**config.mk**
```make
export PLATFORM = sky130hd
export DESIGN_NAME = tick_scheduler
export DESIGN_NICKNAME = d
export VERILOG_FILES = /design/src/rtl/tick_sched_pkg.sv /design/src/rtl/tick_channel.sv /design/src/rtl/tick_scheduler.sv
export SDC_FILE = /design/constraint.sdc
export NUM_CORES = 1
export LEC_CHECK = 0
export CAP_MARGIN = 20
export CORE_MARGIN = 2
export CORE_UTILIZATION = 56
export DETAILED_ROUTE_END_ITERATION = 6
export DONT_BUFFER_PORTS = 1
export PLACE_DENSITY_LB_ADDON = 0.25
export SKIP_CTS_REPAIR_TIMING = 1
export SLEW_MARGIN = 20
export SYNTH_ARGS = -nofsm -noshare
export SYNTH_HDL_FRONTEND = slang
export SYNTH_SLANG_ARGS = --single-unit
```
**constraint.sdc**
```tcl
create_clock -name clk -period 4.54 [get_ports clk]
set_input_delay 0.681 -clock clk [delete_from_list [all_inputs] [get_ports clk]]
set_output_delay 0.681 -clock clk [all_outputs]
set_load 0.05 [all_outputs]
```
**src/rtl/tick_sched_pkg.sv**
```systemverilog
// tick_sched_pkg: shared types and constants for tick_scheduler.
//   state_t   - config retiming FSM states (IDLE, WAIT)
//   ch_cfg_t  - one channel's stored configuration {sel, en}
//   clamp_sel - limits a period exponent to the widest prescaler bit
package tick_sched_pkg;

    localparam int unsigned CNT_W_DEF = 27;
    localparam int unsigned SEL_MAX   = CNT_W_DEF - 1;
    localparam int unsigned SEL_W_DEF = 5;

    typedef enum logic {
        IDLE,
        WAIT
    } state_t;

    typedef struct packed {
        logic [SEL_W_DEF-1:0] sel;
        logic                 en;
    } ch_cfg_t;

    function automatic logic [SEL_W_DEF-1:0] clamp_sel(input int unsigned sel,
                                                       input int unsigned max_sel);
        return SEL_W_DEF'((sel > max_sel) ? max_sel : sel);
    endfunction

endpackage

```
**src/rtl/tick_channel.sv**
```systemverilog
// tick_channel: one tick channel of tick_scheduler.
// Holds the channel's sel/en registers, compares the shared prescaler against
// the channel's period mask and registers the resulting strobe.
// Ports:
//   clk, rst  - system clock, synchronous active-high reset
//   cnt       - shared prescaler value
//   wr        - write wr_cfg into the channel registers on this edge
//   wr_cfg    - new {sel, en} (sel already clamped)
//   boundary  - combinational: channel enabled and cnt[sel:0] all ones
//   tick      - registered one-cycle strobe (boundary delayed one cycle)
//   en        - current enable state
//   clk_div   - only with TICK_SCHED_CLKOUT_EN: cnt[sel] gated by en
module tick_channel
    import tick_sched_pkg::*;
#(
    parameter int unsigned CNT_W = CNT_W_DEF
) (
    input  logic             clk,
    input  logic             rst,
    input  logic [CNT_W-1:0] cnt,
    input  logic             wr,
    input  ch_cfg_t          wr_cfg,
    output logic             boundary,
    output logic             tick,
    output logic             en
`ifdef TICK_SCHED_CLKOUT_EN
    ,
    output logic             clk_div
`endif
);

    logic [SEL_W_DEF-1:0] sel;
    logic [CNT_W-1:0]     mask;

    // Low sel+1 bits set: boundary when all those prescaler bits are ones.
    always_comb begin
        mask = '0;
        for (int unsigned b = 0; b < CNT_W; b++) begin
            mask[b] = (b <= 32'(sel));
        end
    end

    assign boundary = en && ((cnt & mask) == mask);

    // The tick register samples boundary under the config held before a
    // write, so the final old-period strobe survives a same-edge update.
    always_ff @(posedge clk) begin
        if (rst) begin
            sel  <= '0;
            en   <= 1'b0;
            tick <= 1'b0;
        end else begin
            tick <= boundary;
            if (wr) begin
                sel <= wr_cfg.sel;
                en  <= wr_cfg.en;
            end
        end
    end

`ifdef TICK_SCHED_CLKOUT_EN
    assign clk_div = en && cnt[sel];
`endif

endmodule

```
**src/rtl/tick_scheduler.sv**
```systemverilog
// tick_scheduler: shared free-running prescaler driving NCH clock-enable
// channels with power-of-two periods (period = 2^(sel+1) cycles).
// Config changes go through a valid/ready port; changes to a running channel
// are held until its current period ends so strobes are never runt or doubled.
// Optional build macro: TICK_SCHED_CLKOUT_EN adds clk_div square-wave outputs.
// Ports:
//   clk, rst   - system clock, synchronous active-high reset
//   sync       - one-cycle pulse, restarts the prescaler at 0
//   cfg_valid  - config request valid
//   cfg_ready  - request can be accepted (IDLE and not in reset)
//   cfg_ch     - target channel (>= NCH is accepted and ignored)
//   cfg_sel    - period exponent, clamped to CNT_W-1 when stored
//   cfg_en     - channel enable
//   tick       - per-channel one-cycle strobes
//   ch_en      - per-channel enable state
//   clk_div    - (TICK_SCHED_CLKOUT_EN) 50% duty divided clocks
module tick_scheduler
    import tick_sched_pkg::*;
#(
    parameter int unsigned CNT_W = CNT_W_DEF,
    parameter int unsigned NCH   = 4,
    parameter int unsigned SEL_W = 5
) (
    input  logic                   clk,
    input  logic                   rst,
    input  logic                   sync,
    input  logic                   cfg_valid,
    output logic                   cfg_ready,
    input  logic [$clog2(NCH)-1:0] cfg_ch,
    input  logic [SEL_W-1:0]       cfg_sel,
    input  logic                   cfg_en,
    output logic [NCH-1:0]         tick,
    output logic [NCH-1:0]         ch_en
`ifdef TICK_SCHED_CLKOUT_EN
    ,
    output logic [NCH-1:0]         clk_div
`endif
);

    localparam int unsigned CH_W = $clog2(NCH);

    logic [CNT_W-1:0] cnt;
    state_t           state, state_n;
    logic [CH_W-1:0]  pend_ch;
    ch_cfg_t          pend_cfg;
    ch_cfg_t          req_cfg;
    ch_cfg_t          wr_cfg;
    logic [NCH-1:0]   wr;
    logic [NCH-1:0]   boundary;
    logic             req_ok;
    logic             pend_load;

    always_ff @(posedge clk) begin
        if (rst || sync) begin
            cnt <= '0;
        end else begin
            cnt <= cnt + CNT_W'(1);
        end
    end

    assign req_cfg = '{sel: clamp_sel(32'(cfg_sel), CNT_W - 1), en: cfg_en};
    assign req_ok  = (32'(cfg_ch) < NCH);

    always_ff @(posedge clk) begin
        if (rst) begin
            state    <= IDLE;
            pend_ch  <= '0;
            pend_cfg <= '0;
        end else begin
            state <= state_n;
            if (pend_load) begin
                pend_ch  <= cfg_ch;
                pend_cfg <= req_cfg;
            end
        end
    end

    always_comb begin
        state_n   = state;
        cfg_ready = 1'b0;
        wr        = '0;
        wr_cfg    = req_cfg;
        pend_load = 1'b0;
        case (state)
            IDLE: begin
                cfg_ready = !rst;
                if (cfg_valid && !rst && req_ok) begin
                    // A disabled channel has no period in flight to protect.
                    if (!ch_en[cfg_ch]) begin
                        wr[cfg_ch] = 1'b1;
                    end else begin
                        pend_load = 1'b1;
                        state_n   = WAIT;
                    end
                end
            end
            WAIT: begin
                wr_cfg = pend_cfg;
                if (boundary[pend_ch]) begin
                    wr[pend_ch] = 1'b1;
                    state_n     = IDLE;
                end
            end
            default: state_n = IDLE;
        endcase
    end

    for (genvar i = 0; i < NCH; i++) begin : g_ch
        tick_channel #(
            .CNT_W(CNT_W)
        ) u_ch (
            .clk      (clk),
            .rst      (rst),
            .cnt      (cnt),
            .wr       (wr[i]),
            .wr_cfg   (wr_cfg),
            .boundary (boundary[i]),
            .tick     (tick[i]),
            .en       (ch_en[i])
`ifdef TICK_SCHED_CLKOUT_EN
            ,
            .clk_div  (clk_div[i])
`endif
        );
    end

endmodule

```
==> impl_results.md, run 1 <==
- Status: finished, final reports clean
- WP data required: 4.79 ns
- Iter 0 DRT Violations: 458
- Worst Tran Pin Value: 0.7452 ns
- Max_cap viols: 0
- Critical Path Sink Type: flip-flop
- Initial Util: 58.39%
- Clk root buf: clkbuf_8
- Ys flop type: dfxtp_1
- Final hold violations: 0
- Crit Path Category: flip-flop to flip-flop
- Ys async rst share: 0%
- Largest stage delay on the critical path: 0.63 ns
- Layout Nets: 531
- Initial antenna violation count: 0
- CP Buf/Inv Count: 1
- DRC viols: 0
- Endpoints failing setup: 0
- Antenna fix cells: 0
- Fmax: about 370 MHz
- Mapped Cells: 558
- Syn Nets: 571
- Clock buffer depth: 2
- Gr ovfl total: 0
- Final Max Tran Viols: 0
- Final min period: 2.673 ns
- Cell Chain, Critical Path: inv_1 -> a221oi_1 -> o311ai_0 -> and3b_1 -> nand4b_1 -> and2_1 -> mux2_1
- Unrepaired setup endpoints after global routing: no
- Slowest cell on crit path: dfxtp_1
- Core Region: between 7000 and 8000 um2
- P_leak: ~1.4 nW
- Number of global-route vias before repair: roughly 4000
- Port bufs: 0
- Routed via count: between 4000 and 5000
- Most common cell after layout, fill and taps aside: dfxtp_1
- Clock slew at reported path FFs: around 0.080 ns
- Share of layout cells above drive strength 1: 7.266%
- Pwr Total: 1.124 mW
- Die Y: between 90 and 100 um
- Largest net degree at the start of global routing: 46
- Total track usage: ~32%
- FF+latch count, synth: 64
- Final Skew: a little over 0.01 ns
- Headroom to the max-slew limit: 50.09%
- RD Place Congestion: ~1.0
- CTS buffer count: 9
- Library cells used by synthesis: 80
- Startpoint Class: flip-flop
- First-pass GRT wire length: around 21000 um
- CTS tree: yes
- Total Wirelength: about 13000 um
- Clk Latency, worst-skew pair: 0.37 ns
- CP top delay family: simple AND/OR/NAND/NOR gates
- Final worst setup slack: 1.867 ns
- Pwr/cell area: 261.2 nW/um2
- Pre-CTS setup slack: ~1.9 ns
- Most frequent cells in the layout: dfxtp_1, nor2_1, a21oi_1
- Number of flops mapped to enable cells by yosys: 0
- Synth warn: 0
- H-Tree Depth: 3
- Post-Syn Area: between 4000 and 5000 um2
- DIE WIDTH: 91.20 um
- Die ar.: around 8300 um2
- Area Overhead vs Synth: 1.058%
- Final period utilization: about three fifths
- Routed wire per std cell: 20.89 um
- DRT Pass-1 Iters: 6
- Ports: 21
- Fill count: 694
- Clock sinks: 64
- Setup tns final: 0 ns
- Mean Syn Cell Area: about 7.6 um2
- Peak VDD IR: around 160 uV
- Arr. time, crit path: a little under 3 ns
- Worst hold path class: input pin to flip-flop
- Drt via density: 6.762
- Post-synthesis sequential area ratio: about 30%
- Dpl hpwl: around 9000 um
- CP Max Fanout: 10
- # rows: 31
- ANT nets after route: 0
[cells in the mapped netlist, types with 3 or more instances]
master / number / share of area [%]
nand2_1: 38 / 3.4
a31oi_1: 8 / 1.2
a22oi_1: 3 / 0.53
a21oi_1: 40 / 4.7
clkbuf_1: 27 / 2.4
o2111ai_1: 9 / 1.9
or2_2: 5 / 0.73
nor3_1: 12 / 1.4
xor2_1: 5 / 1.0
buf_1: 3 / 0.26
inv_1: 29 / 2.6
and3_1: 6 / 0.88
o31a_1: 4 / 0.82
nand4_1: 11 / 1.6
nand3_1: 20 / 2.4
mux2i_1: 19 / 4.5
and2_1: 4 / 0.59
dfxtp_1: 64 / 30
nor4_1: 4 / 0.59
o21a_1: 3 / 0.53
or3_1: 12 / 1.8
o221ai_1: 3 / 0.62
o22ai_1: 5 / 0.73
o211ai_1: 6 / 1.1
a211oi_1: 5 / 0.88
nor2_1: 56 / 4.9
xnor2_1: 11 / 2.3
nand2b_1: 21 / 3.1
maj3_1: 4 / 0.94
o21ai_0: 29 / 3.4
a221oi_1: 4 / 0.82
buf_2: 9 / 1.1
buf_4: 10 / 1.8
nor2b_1: 6 / 0.88
nand4b_1: 3 / 0.62
[state kept, by name (all words and copies together) (netlist names)]
| register | flops |
|---|---|
| pend_cfg | 6 |
| cnt | 27 |
| pend_ch | 2 |
| g_ch.u_ch.sel | 20 |
| state | 1 |
| g_ch.u_ch.tick | 4 |
| g_ch.u_ch.en | 4 |
[where the power goes]
| group | switching, mW | internal (mW) |
|---|---|---|
| combinational | 0.0401 | 0.0327 |
| sequential | 0.0234 | 0.567 |
| clock | 0.258 | 0.202 |
| total | 0.322 | 0.802 |
[worst paths after layout]
check | from | to | slack, ns | cells after the start
setup reg to reg | cnt[4]$_SDFF_PP0_ | g_ch[3].u_ch.sel[2]$_SDFFE_PP0P_ | 1.87 | 7
hold / removal | rst | pend_cfg[4]$_SDFFE_PP0P_ | 0.38 | 1
setup / recovery | cnt[4]$_SDFF_PP0_ | g_ch[3].u_ch.sel[2]$_SDFFE_PP0P_ | 1.87 | 7
hold reg to reg | pend_cfg[4]$_SDFFE_PP0P_ | pend_cfg[4]$_SDFFE_PP0P_ | 0.45 | 2
[through the flow]
stage	hold WS, ns	instance area [um2]	instances	util [%]
2_1_floorplan	0.4360	4258	558	-
3_3_place_gp	0.4349	4121	606	56.52
3_5_place_dp	0.4429	4121	606	56.52
4_1_cts	0.3653	4303	622	59.01
5_1_grt	0.3684	4303	622	59.01
6_report	0.3797	4303	622	59.01
[cell type report]
class	count	area, um2	area share (%)
sequential	64	1281	29.78
clock buffer	9	123.9	2.879
timing repair buffer	1	7.507	0.1745
inverter	31	116.4	2.704
clock inverter	7	57.56	1.338
tap	99	123.9	2.879
multi-input combinational	411	2592	60.25
[cell families (layout without fill, tap and decap cells)]
| kind of cell | Yosys count | count (layout) | synth area share, % |
|---|---|---|---|
| DFF | 64 | 64 | 30.09 |
| buffers and inverters | 83 | 48 | 9.021 |
| adders and majority gates | 6 | 6 | 1.499 |
| and+or+nand+nor | 213 | 213 | 25.68 |
| muxes | 24 | 24 | 6.141 |
| AOI/OAI and AO/OA | 152 | 152 | 24.27 |
| xor gates and xnor gates | 16 | 16 | 3.291 |
[metal layers]
layer  wire length [um]  vias to the layer above  GRT usage, %
li1                   -                     1932             -
met1               5226                     1957         42.93
met2               5932                      261         50.80
met3               1346                       56         6.888
met4                489                        0         14.14
met5                  0                        -             0
No activity file was read; power rests on OpenSTA's default activity.
==> run 2, diff against run 1 <==
==> constraint.sdc (replaced) <==
create_clock -name clk -period 2.7 [get_ports clk]
set_input_delay 0.405 -clock clk [delete_from_list [all_inputs] [get_ports clk]]
set_output_delay 0.405 -clock clk [all_outputs]
set_load 0.05 [all_outputs]
==> run 2 against run 1 <==
Via count is 3.7% higher. Critical path depth stayed put. Sequential power rose by 65%. Sequential share of layout area decreased by 1.6 points. Non-clock buffer count rose by 30. Power increased by 77%. Largest power group unchanged.
==> impl_results.md, run 2 (same netlist as run 1, synthesis figures left out) <==
- Status: finished, final reports clean
- Non-filler cells, final: 652
- DRC viols: 0
- Antenna fix cells: 0
- Drt via density: 6.687
- Total Wirelength: around 13000 um
- Hold path startpoint: rst
- Clk root buf: clkbuf_8
- CP top delay family: simple AND/OR/NAND/NOR gates
- Fill count: 689
- Endpoints failing setup: 0
- First-pass GRT wire length: between 20000 and 25000 um
- Worst Tran Pin Value: 0.5907 ns
- CP Max Fanout: 6
- Largest register FFs: 27
- CTS tree: yes
- Routed via count: roughly 4400
- Unrepaired setup endpoints after global routing: no
- Fmax: ~380 MHz
- GR met2 Demand/Resource: around half
- Worst setup path start: cnt[19]$_SDFF_PP0_
- Most common cell after layout, fill and taps aside: dfxtp_1
- Worst R2R End: state$_SDFF_PP0_
- Die ar.: roughly 8300 um2
- Final Skew: approximately 0.012 ns
- Reg2reg path depth: 7
- Slowest cell on crit path: or4_1
- RD Place Congestion: 1.116
- Number of global-route vias before repair: 3973
- Clock slew at reported path FFs: 0.08 ns
- Peak VDD IR: slightly above 300 uV
- Die Y: 91.20 um
- P_leak: 1.608 nW
- Final worst setup slack: approximately 0.067 ns
- Ports: 21
- Cell Chain, Critical Path: nand3_1 -> o311ai_0 -> a41oi_1 -> or4_1 -> nor3_2 -> nand3_1 -> a41o_1
- Placed Cells incl. Taps: 636
- Pre-CTS setup slack: approximately 0.15 ns
- Clk Latency, worst-skew pair: roughly 0.37 ns
- Initial antenna violation count: 0
- Crit Path Category: flip-flop to flip-flop
- Worst hold path class: input pin to flip-flop
- # rows: 31
- Total track usage: 32.28%
- Dpl hpwl: about 9500 um
- Final min period: roughly 2.6 ns
- Max_cap viols: 0
- Worst hold stages: 1
- WP data required: 2.96 ns
- Largest reg by FF count: cnt
- GRT Max-Usage Layer: met2
- Startpoint Class: flip-flop
- Final period utilization: 97.53%
- Headroom to the max-slew limit: 60.57%
- R2R Setup Slk: roughly 0.067 ns
- DRT Pass-1 Iters: 7
- Initial Util: between 50% and 60%
- Largest net degree at the start of global routing: 46
- Layout Utilization: 62.51%
- Clock buffer depth: 2
- Arr. time, crit path: 2.89 ns
- Final hold violations: 0
- Met1 Use GR: a little over two fifths
- CTS buffer count: 9
- Clock sinks: 64
- Core Region: 7292 um2
- Largest stage delay on the critical path: 0.61 ns
- Most frequent cells in the layout: dfxtp_1, nor2_1, a21oi_1
- Reg-to-reg startpoint: cnt[19]$_SDFF_PP0_
- Area post-placement: 4349 um2
- Port bufs: 0
- Top flop regs: cnt: 27 flops, g_ch.u_ch.sel: 20 flops, pend_cfg: 6 flops
- Routed wire per std cell: 20.11 um
- CP Buf/Inv Count: 0
- H-Tree Depth: 3
- Gr ovfl total: 0
- DIE WIDTH: 91.20 um
- Most frequent CP cell: nand3_1
- Share of layout cells above drive strength 1: 12.84%
- Pwr/cell area: 436.8 nW/um2
- Final Max Tran Viols: 0
- Iter 0 DRT Violations: 579
- Hold Path Sink: pend_cfg[5]$_SDFFE_PP0P_
- ANT nets after route: 0
- Final Cell Area: 4558 um2
- GR met3 Demand/Resource: under 10%
- Layout Nets: 561
- Area Overhead vs Synth: 7.053%
- Setup tns final: 0 ns
- Critical Path Sink Type: flip-flop
[run 2: cell types whose count changed in the layout (fill, tap and decap cells not counted)]
cell / delta
nor3_1: -1
buf_4: +30
dfxtp_1: -1
nor3_2: +1
bufinv_16: +1
dfxtp_2: +1
nor2_1: -1
nor2_2: +1
inv_6: +1
clkinv_4: -2
[run 2: metal layers]
metal | up-vias | part of all wire, %
met5 | - | 0
li1 | 1983 | -
met3 | 68 | 11
met2 | 268 | 44
met1 | 2041 | 42
met4 | 0 | 4.0
[run 2: worst max-delay path by stage]
stage / end / cells after the start
CTS: state$_SDFF_PP0_ / 7
global placement: state$_SDFF_PP0_ / 7
global route: state$_SDFF_PP0_ / 7
floorplan: g_ch[0].u_ch.sel[2]$_SDFFE_PP0P_ / 7
finish: state$_SDFF_PP0_ / 7
detailed placement: g_ch[0].u_ch.sel[2]$_SDFFE_PP0P_ / 7
[run 2: cell type report]
cell class                      instances  area (um2)  area share [%]
Clock buffer                            9       123.9           2.718
Clock inverter                          7       78.83           1.729
Inverter                               31       116.4           2.553
Multi-Input combinational cell        411        2600           57.04
Sequential cell                        64        1282           28.14
Tap cell                               99       123.9           2.718
Timing Repair Buffer                   31       232.7           5.106
[run 2: power by group]
group          switching [mW]  internal (mW)
combinational          0.0880         0.0633
clock                   0.430          0.433
sequential             0.0229          0.954
[run 2: stage by stage]
| step | power, mW | hold slack, ns |
|---|---|---|
| after floorplan | 1.115 | 0.4360 |
| after global placement | 1.143 | 0.4354 |
| after detailed placement | 1.144 | 0.4488 |
| after CTS | 1.993 | 0.09834 |
| after global routing | 2.053 | 0.1018 |
| final | 1.991 | 0.1002 |
